File: config.mk
export PLATFORM = sky130hd
export DESIGN_NAME = updown_bcd_counter_flat
export DESIGN_NICKNAME = d
export VERILOG_FILES = /design/src/rtl/updown_bcd_counter_if.sv /design/src/rtl/updown_bcd_counter.sv /design/src/flat_wrapper.sv
export SDC_FILE = /design/constraint.sdc
export NUM_CORES = 1
export LEC_CHECK = 0
export CELL_PAD_IN_SITES_DETAIL_PLACEMENT = 0
export CELL_PAD_IN_SITES_GLOBAL_PLACEMENT = 1
export CORE_MARGIN = 5
export CORE_UTILIZATION = 30
export CTS_CLUSTER_SIZE = 25
export DETAILED_ROUTE_END_ITERATION = 16
export PLACE_DENSITY = 0.63
export RECOVER_POWER = 50
export SYNTH_ARGS = -nofsm -noshare
export SYNTH_HDL_FRONTEND = slang
export SYNTH_SLANG_ARGS = --single-unit
File: constraint.sdc
create_clock -name clk -period 1.94 [get_ports clk]
set_clock_uncertainty 0.15 [all_clocks]
set_input_delay 0.194 -clock clk [delete_from_list [all_inputs] [get_ports clk]]
set_output_delay 0.194 -clock clk [all_outputs]
set_load 0.03 [all_outputs]
File: src/rtl/updown_bcd_counter_if.sv
`default_nettype none
// ============================================================================
// Module   : updown_bcd_counter_if
// Purpose  : Bundle of pulse inputs and BCD/status outputs between the
//            push-button pulse stage and the up/down BCD counter.
// Revision : 1.0 - initial release
// ============================================================================
interface updown_bcd_counter_if;
  logic       en;
  logic       in_up_pulse;
  logic       in_down_pulse;
  logic [3:0] bcd1;
  logic [3:0] bcd0;
  logic       at_max;
  logic       at_min;
  logic       wrap_pulse;

  // Pulse source side: drives requests, observes the count
  modport master (
    output en, in_up_pulse, in_down_pulse,
    input  bcd1, bcd0, at_max, at_min, wrap_pulse
  );

  // Counter side: consumes requests, produces the count
  modport slave (
    input  en, in_up_pulse, in_down_pulse,
    output bcd1, bcd0, at_max, at_min, wrap_pulse
  );
endinterface
`default_nettype wire

File: src/rtl/updown_bcd_counter.sv
`default_nettype none
// ============================================================================
// Module   : updown_bcd_counter
// Purpose  : Two-digit BCD up/down counter driven by single-cycle pulses,
//            with wrap-around or saturating limits and a wrap indication.
// Revision : 1.0 - initial release
// ============================================================================
module updown_bcd_counter #(
  parameter int MAX_VAL = 99,   // upper limit in decimal, 1..99
  parameter bit WRAP    = 1'b1  // 1 = wrap at the limits, 0 = saturate
) (
  input  wire logic          clk,
  input  wire logic          rst_n,
  updown_bcd_counter_if.slave bus
);

  // Limit split into digits once so all compares stay per digit
  localparam logic [3:0] MAX_TENS = 4'(MAX_VAL / 10);
  localparam logic [3:0] MAX_ONES = 4'(MAX_VAL % 10);

  logic [3:0] tens;
  logic [3:0] ones;
  logic       at_max_q;
  logic       at_min_q;
  logic       wrap_q;

  logic       do_inc;
  logic       do_dec;
  logic       cur_max;
  logic       cur_min;
  logic [3:0] next_tens;
  logic [3:0] next_ones;
  logic       next_wrap;

  // Decode the request and compute the next digit pair
  always_comb begin
    do_inc    = bus.en & bus.in_up_pulse & ~bus.in_down_pulse;
    do_dec    = bus.en & bus.in_down_pulse & ~bus.in_up_pulse;
    cur_max   = (tens == MAX_TENS) && (ones == MAX_ONES);
    cur_min   = (tens == 4'd0) && (ones == 4'd0);
    next_tens = tens;
    next_ones = ones;
    next_wrap = 1'b0;

    if (do_inc) begin
      if (cur_max) begin
        // At the limit: either roll to 00 or stay put
        if (WRAP) begin
          next_tens = 4'd0;
          next_ones = 4'd0;
          next_wrap = 1'b1;
        end
      end else if (ones == 4'd9) begin
        next_ones = 4'd0;
        next_tens = tens + 4'd1;
      end else begin
        next_ones = ones + 4'd1;
      end
    end else if (do_dec) begin
      if (cur_min) begin
        // At zero: either roll to the limit or stay put
        if (WRAP) begin
          next_tens = MAX_TENS;
          next_ones = MAX_ONES;
          next_wrap = 1'b1;
        end
      end else if (ones == 4'd0) begin
        next_ones = 4'd9;
        next_tens = tens - 4'd1;
      end else begin
        next_ones = ones - 4'd1;
      end
    end
  end

  // Register the value; flags come from the next value so they track the digits
  always_ff @(posedge clk) begin
    if (!rst_n) begin
      tens     <= 4'd0;
      ones     <= 4'd0;
      at_max_q <= 1'b0;
      at_min_q <= 1'b1;
      wrap_q   <= 1'b0;
    end else begin
      tens     <= next_tens;
      ones     <= next_ones;
      at_max_q <= (next_tens == MAX_TENS) && (next_ones == MAX_ONES);
      at_min_q <= (next_tens == 4'd0) && (next_ones == 4'd0);
      wrap_q   <= next_wrap;
    end
  end

  assign bus.bcd1       = tens;
  assign bus.bcd0       = ones;
  assign bus.at_max     = at_max_q;
  assign bus.at_min     = at_min_q;
  assign bus.wrap_pulse = wrap_q;

endmodule
`default_nettype wire
File: src/flat_wrapper.sv
// flat-port wrapper written by rule: the top's interface ports become plain ports
module updown_bcd_counter_flat 
#(
  parameter int MAX_VAL = 99,                                   
  parameter bit WRAP    = 1'b1                                         
)
  (clk, rst_n, bus_en, bus_in_up_pulse, bus_in_down_pulse, bus_bcd1, bus_bcd0, bus_at_max, bus_at_min, bus_wrap_pulse);
  updown_bcd_counter_if bus_i ();
  input  wire logic clk;
  input  wire logic rst_n;
  input wire logic [$bits(bus_i.en)-1:0] bus_en;
  input wire logic [$bits(bus_i.in_up_pulse)-1:0] bus_in_up_pulse;
  input wire logic [$bits(bus_i.in_down_pulse)-1:0] bus_in_down_pulse;
  output wire logic [$bits(bus_i.bcd1)-1:0] bus_bcd1;
  output wire logic [$bits(bus_i.bcd0)-1:0] bus_bcd0;
  output wire logic [$bits(bus_i.at_max)-1:0] bus_at_max;
  output wire logic [$bits(bus_i.at_min)-1:0] bus_at_min;
  output wire logic [$bits(bus_i.wrap_pulse)-1:0] bus_wrap_pulse;
  assign bus_i.en = bus_en;
  assign bus_i.in_up_pulse = bus_in_up_pulse;
  assign bus_i.in_down_pulse = bus_in_down_pulse;
  assign bus_bcd1 = bus_i.bcd1;
  assign bus_bcd0 = bus_i.bcd0;
  assign bus_at_max = bus_i.at_max;
  assign bus_at_min = bus_i.at_min;
  assign bus_wrap_pulse = bus_i.wrap_pulse;
  updown_bcd_counter #(.MAX_VAL(MAX_VAL), .WRAP(WRAP)) u_core (.clk(clk), .rst_n(rst_n), .bus(bus_i));
endmodule
==> results.md, run 1 <==
* Detail Placement HPWL at 1996 um
* TritonCTS clock tree: yes
* IO Port Bufs at 15
* Largest family of logic cells by synthesized area: simple AND/OR/NAND/NOR gates
* CP peak stage delay at 0.38 ns
* CTS buffer count at 3
* Worst path cell trace: inv_4, ha_4, or3b_4, nor2_4, or3_4, a211o_1, o41ai_2
* Highest Clock Rate at 0.4740 GHz
* Cell Area, Placed at 1318 sq um
* Critical path buffer and inverter count at 1
* Worst endpoint data arrival time at 2.11 ns
* Core area at 2758 sq um
* Total power after layout at 0.0006951 W
* Aggregate global-route resource usage at 11.44%
* Most numerous cell in the Yosys netlist: dfxtp_1
* Worst slew margin at 75.32%
* Fin. max-slew vios at 0
* Post-synth EDFFs at 0
* Crit. End Element: register
* Main synth FF type: dfxtp_1
* Post-synthesis mux area share at 0%
* Adder-Cell Fraction of Synth Area at 10.06%
* Async SR Flop Fraction at 0%
* Initial antenna violation count at 0
* Worst setup margin at -0.1695 ns
* H-tree depth at 1
* Seq/Total Area, Yosys at 25.29%
* Synth Area in Compound Gates at 26.87%
* Die area at 4080 sq um
* Final Hold Fails at 0
* Max IR drop VDD at 362.9 uV
* Outcome: finished with violations
* Period utilization at 108.7%
* Syn nets at 109
* Vias in the first global route at 892
* I/O pins at 16
* Min-delay worst type: input port to register
* Hold_ws at 0.4031 ns
* Initial Util at 31.58%
* Final instance area at 1411 sq um
* Root buf cell: clkbuf_4
* First-pass GRT wire length at 3926 um
* Hold Path Cell Cnt at 2
* Filler Cell Count at 278
* Final ANT Viol Nets at 0
* CTS sink count at 11
* CP Launch Type: register
* Top cells by area, synth: dfxtp_1 25%, ha_1 10%, nand3b_4 4.6%
* Post-synth top cells: 11 x dfxtp_1, 8 x nor2_1, 7 x ha_1, 7 x inv_1
* Vias/cell at 5.231
* WP data required at 1.94 ns
* Initial DRC Count at 17
* Cell variety after synth at 45
* WL final at 2481 um
* Tmin final at 2.110 ns
* Pin count of the biggest net entering global routing at 9
* First-pass iteration count of the detailed router at 4
* Share of layout cells above drive strength 1 at 46.36%
* Power Dens Cells at 492.5 nW/um^2
* Failing checks: setup timing
* Grt total ovfl at 0
* Die X at 63.88 um
* Yosys top cell by area: dfxtp_1
* Layout Utilization at 51.18%
* CP max stage cell: or3_4
* Via count at 952
* Leak pwr at 0.6284 nW
* Die height at 63.88 um
* Mapped Cells at 97
* Synth-to-Final Area Change at 62.07%
* RSZ-0062 raised after global routing: true
* GP Congestion at 0.7833
* Simple-Gate Fraction of Synth Area at 34.77%
* Clock Pin Slew Worst Setup and Hold Paths at 0.07 ns
* Avg WL per Cell at 13.63 um
* Share of the synthesized area in the top cell type at 25.29%
* Total Nets Final at 164
* XOR/XNOR Fraction of Synth Area at 0%
* Measured slew at the worst slew-check pin at 0.3717 ns
* # setup viols final at 3
* Antenna Cells at 0
* Clock Latency Late Sink at 0.26 ns
* Crit-path leading delay family: simple AND/OR/NAND/NOR gates
* Syn. warnings at 0
* Syn_area_per_cell at 8.978 sq um
* Crit path depth at 7
* Cell Area, Synth at 870.8 sq um
* Register bit total from synthesis at 11
* Max-cap violations at 0
* CP Class: register to register
* CTS Buffer Depth at 2
* Crit-path max FO at 6
* Reg2reg path depth at 7
* FP Rows at 19
* Residual DRC at 0
-- where the power goes --
part | total (W) | internal, W | leakage, nW | switching, W
Clock | 0.000149 | 0.0000793 | 0.0150 | 0.0000701
Combinational | 0.000292 | 0.000153 | 0.521 | 0.000139
Sequential | 0.000254 | 0.000239 | 0.0921 | 0.0000146
Total | 0.000695 | 0.000471 | 0.628 | 0.000224
-- metal layers --
layer  vias up  part of all wire, %  GRT usage (%)
met1       454                   49          15.93
met3         0                  3.1          2.627
met2        14                   48          17.96
met4         0                    0          2.338
met5         -                    0              0
li1        484                    -              -
-- what timing repair did --
item,CTS,global route
hold buffers,0,0
pin swaps,5,5
gates resized for setup,3,8
endpoints found under the setup margin,3,6
buffers inserted,4,1
endpoints found under the hold margin,0,0
-- state kept, by name, summed over array words and instances, names as in the netlist --
| register | count |
|---|---|
| u_core.bus.bcd0 | 4 |
| u_core.bus.bcd1 | 4 |
| u_core.bus.at_max | 1 |
| u_core.bus.at_min | 1 |
| u_core.bus.wrap_pulse | 1 |
-- area by class of cell --
cell class / instances / area (sq um) / area share, %
Timing Repair Buffer: 50 / 405.4 / 28.72
Inverter: 7 / 31.28 / 2.216
Clock buffer: 4 / 26.28 / 1.862
Sequential cell: 11 / 230.2 / 16.31
Tap cell: 31 / 38.79 / 2.748
Multi-Input combinational cell: 79 / 679.4 / 48.14
-- layout by cell type (no fill, tap or decap), types with 3 or more instances in the layout --
cell type	synthesis	routed
a31oi_1	4	4
clkdlybuf4s50_1	0	10
inv_1	7	5
dfxtp_1	11	7
dlygate4sd3_1	0	3
clkbuf_4	0	3
buf_4	0	35
ha_1	7	5
a21oi_1	4	4
nor2_1	8	7
nand4_1	3	3
a211oi_1	3	3
nand3_1	4	4
-- path summary, 6_finish.rpt --
check                      from            endpoint  slack [ns]
max reg2reg  u_core.bus.bcd0[0]   u_core.bus.at_min       -0.17
min                       rst_n   u_core.bus.at_min        0.40
max          u_core.bus.bcd0[0]   u_core.bus.at_min       -0.17
min reg2reg  u_core.bus.bcd1[2]  u_core.bus.bcd1[2]        0.60
-- cells by family after synthesis --
kind of cell | Yosys count
buffers and inverters | 7
DFF | 11
AOI/OAI and AO/OA | 31
and+or+nand+nor | 41
adders and majority gates | 7
-- stage by stage --
step	TNS (ns)	setup WS, ns	cells
4_1_cts	-0.2466	-0.1575	181
2_1_floorplan	-0.07252	-0.06265	97
5_1_grt	-0.7321	-0.2629	182
3_3_place_gp	-0.8427	-0.2599	173
6_report	-0.3341	-0.1695	182
3_5_place_dp	-1.010	-0.2965	173
Note: power is estimated with default switching activity, not from simulation.
==> run 2, diff against run 1 <==
--- a/config.mk
+++ b/config.mk
@@ -9,6 +9,7 @@
 export CELL_PAD_IN_SITES_GLOBAL_PLACEMENT = 1
 export CORE_MARGIN = 5
 export CORE_UTILIZATION = 30
+export CTS_BUF_LIST = sky130_fd_sc_hd__clkbuf_16
 export CTS_CLUSTER_SIZE = 25
 export DETAILED_ROUTE_END_ITERATION = 16
 export PLACE_DENSITY = 0.63
==> run 2 against run 1 <==
Against the previous run: the flow still finishes with violations (setup timing); non-clock buffer count grew 2; routed wire length up 2.4%; critical path type unchanged; maximum frequency is 0.82% higher; global-route usage is 0.36 points higher; combinational power rose by 2%; setup slack improved by 0.017 ns; critical path depth stayed put; cell area up 4.9%; final cell count increased by 1.1%.
==> results.md, run 2 (synthesized netlist as in run 1, its figures left out) <==
* Synth-to-Final Area Change at 69.97%
* Highest Clock Rate at 0.4779 GHz
* Clock Latency Late Sink at 0.23 ns
* H-tree depth at 1
* Measured slew at the worst slew-check pin at 0.3199 ns
* Initial antenna violation count at 0
* CTS Buffer Depth at 2
* CTS buffer count at 3
* TritonCTS clock tree: yes
* FP Rows at 19
* CTS sink count at 11
* Final ANT Viol Nets at 0
* Busiest grt layer: met2
* Tmin final at 2.092 ns
* Power Dens Cells at 617.3 nW/um^2
* I/O pins at 16
* Filler Cell Count at 266
* M1 GR Usage at 16.98%
* Total Nets Final at 166
* Clock Pin Slew Worst Setup and Hold Paths at 0.04 ns
* Crit-path max FO at 6
* Hold path start: rst_n
* Most frequent cells in the layout: 36 x buf_4, 8 x nor2_1, 7 x clkdlybuf4s50_1, 7 x dfxtp_1
* Via count at 957
* Worst setup margin at -0.1523 ns
* Commonest non-fill, non-tap cell in the layout: buf_4
* Vias in the first global route at 918
* Pin count of the biggest net entering global routing at 9
* Worst endpoint data arrival time at 2.07 ns
* WL final at 2540 um
* GP Congestion at 0.7833
* Failing checks: setup timing
* GRT met3 Usage at 1.926%
* Residual DRC at 0
* Worst flop-to-flop path startpoint: u_core.bus.bcd0[0]
* CP Class: register to register
* IO Port Bufs at 15
* First-pass iteration count of the detailed router at 4
* Root buf cell: clkbuf_16
* Die height at 63.88 um
* CP max stage cell: or3_4
* Leak pwr at 0.6751 nW
* Die area at 4080 sq um
* CP peak stage delay at 0.38 ns
* Max IR drop VDD at 583.7 uV
* RSZ-0062 raised after global routing: true
* Outcome: finished with violations
* CP Launch Type: register
* Avg WL per Cell at 13.80 um
* WP data required at 1.92 ns
* First-pass GRT wire length at 4084 um
* Initial Util at 31.58%
* Die X at 63.88 um
* Initial DRC Count at 18
* Core area at 2758 sq um
* Crit. End Element: register
* # setup viols final at 4
* Pre-CTS setup slack at -0.2965 ns
* Hold_ws at 0.4232 ns
* Period utilization at 107.9%
* Layout Utilization at 53.68%
* Grt met2 use at 18.22%
* Worst path cell trace: inv_4, ha_4, or3b_4, nor2_4, or3_4, a211o_1, o41ai_2
* Max-cap violations at 0
* Min-delay worst type: input port to register
* Setup crit start: u_core.bus.bcd0[0]
* Aggregate global-route resource usage at 11.80%
* Antenna Cells at 0
* Final Hold Fails at 0
* Worst slew margin at 78.60%
* Fin. max-slew vios at 0
* Grt total ovfl at 0
* Detail Placement HPWL at 1996 um
* Vias/cell at 5.201
* Share of layout cells above drive strength 1 at 45.10%
[run 2: final timing paths]
| kind | end | slack, ns | depth (start not counted) |
|---|---|---|---|
| max reg2reg | u_core.bus.at_min | -0.15 | 7 |
| max | u_core.bus.at_min | -0.15 | 7 |
| min | u_core.bus.at_min | 0.42 | 2 |
| min reg2reg | u_core.bus.bcd1[2] | 0.58 | 3 |
[run 2: area by class of cell]
type / instances / area, sq um / share of cell area [%]
Clock inverter: 1 / 3.754 / 0.2536
Timing Repair Buffer: 52 / 421.7 / 28.49
Multi-Input combinational cell: 79 / 679.4 / 45.90
Sequential cell: 11 / 230.2 / 15.55
Clock buffer: 3 / 75.07 / 5.072
Inverter: 7 / 31.28 / 2.113
Tap cell: 31 / 38.79 / 2.620
[run 2: critical path: cells and delay by family (launching register included)]
kind                       cells  cell delay (ns)
and+or+nand+nor                3             0.72
DFF                            1             0.36
buffers and inverters          1             0.04
AOI/OAI and AO/OA              2             0.55
adders and majority gates      1             0.16
[run 2: per-layer routing]
layer | up-vias | share of wire (%)
li1 | 488 | -
met1 | 455 | 48
met2 | 14 | 49
met3 | 0 | 3.1
met4 | 0 | 0
met5 | - | 0
[run 2: repair_timing]
| item | in CTS | in global routing |
|---|---|---|
| pin swaps | 5 | 6 |
| resized for setup | 4 | 6 |
| hold buffers | 0 | 0 |
| buffers inserted | 4 | 3 |
| endpoints found under the hold margin | 0 | 0 |
| setup endpoints to repair | 3 | 5 |
[run 2: power breakdown]
group	leakage, nW	internal (W)	switching [W]
clock	0.0423	0.000269	0.0000901
sequential	0.0921	0.000241	0.0000145
combinational	0.541	0.000156	0.000143
total	0.675	0.000666	0.000247
[run 2: metrics by stage]
stage / setup TNS, ns / power [W] / std cells / instance area, sq um
after CTS: -0.2420 / 0.0009057 / 181 / 1426
after detailed placement: -1.010 / 0.0005354 / 173 / 1318
after global routing: -0.8926 / 0.0009594 / 184 / 1480
final: -0.4325 / 0.0009138 / 184 / 1480
after floorplan: -0.07252 / 0.0004037 / 97 / 903.4
after global placement: -0.8427 / 0.0005353 / 173 / 1318
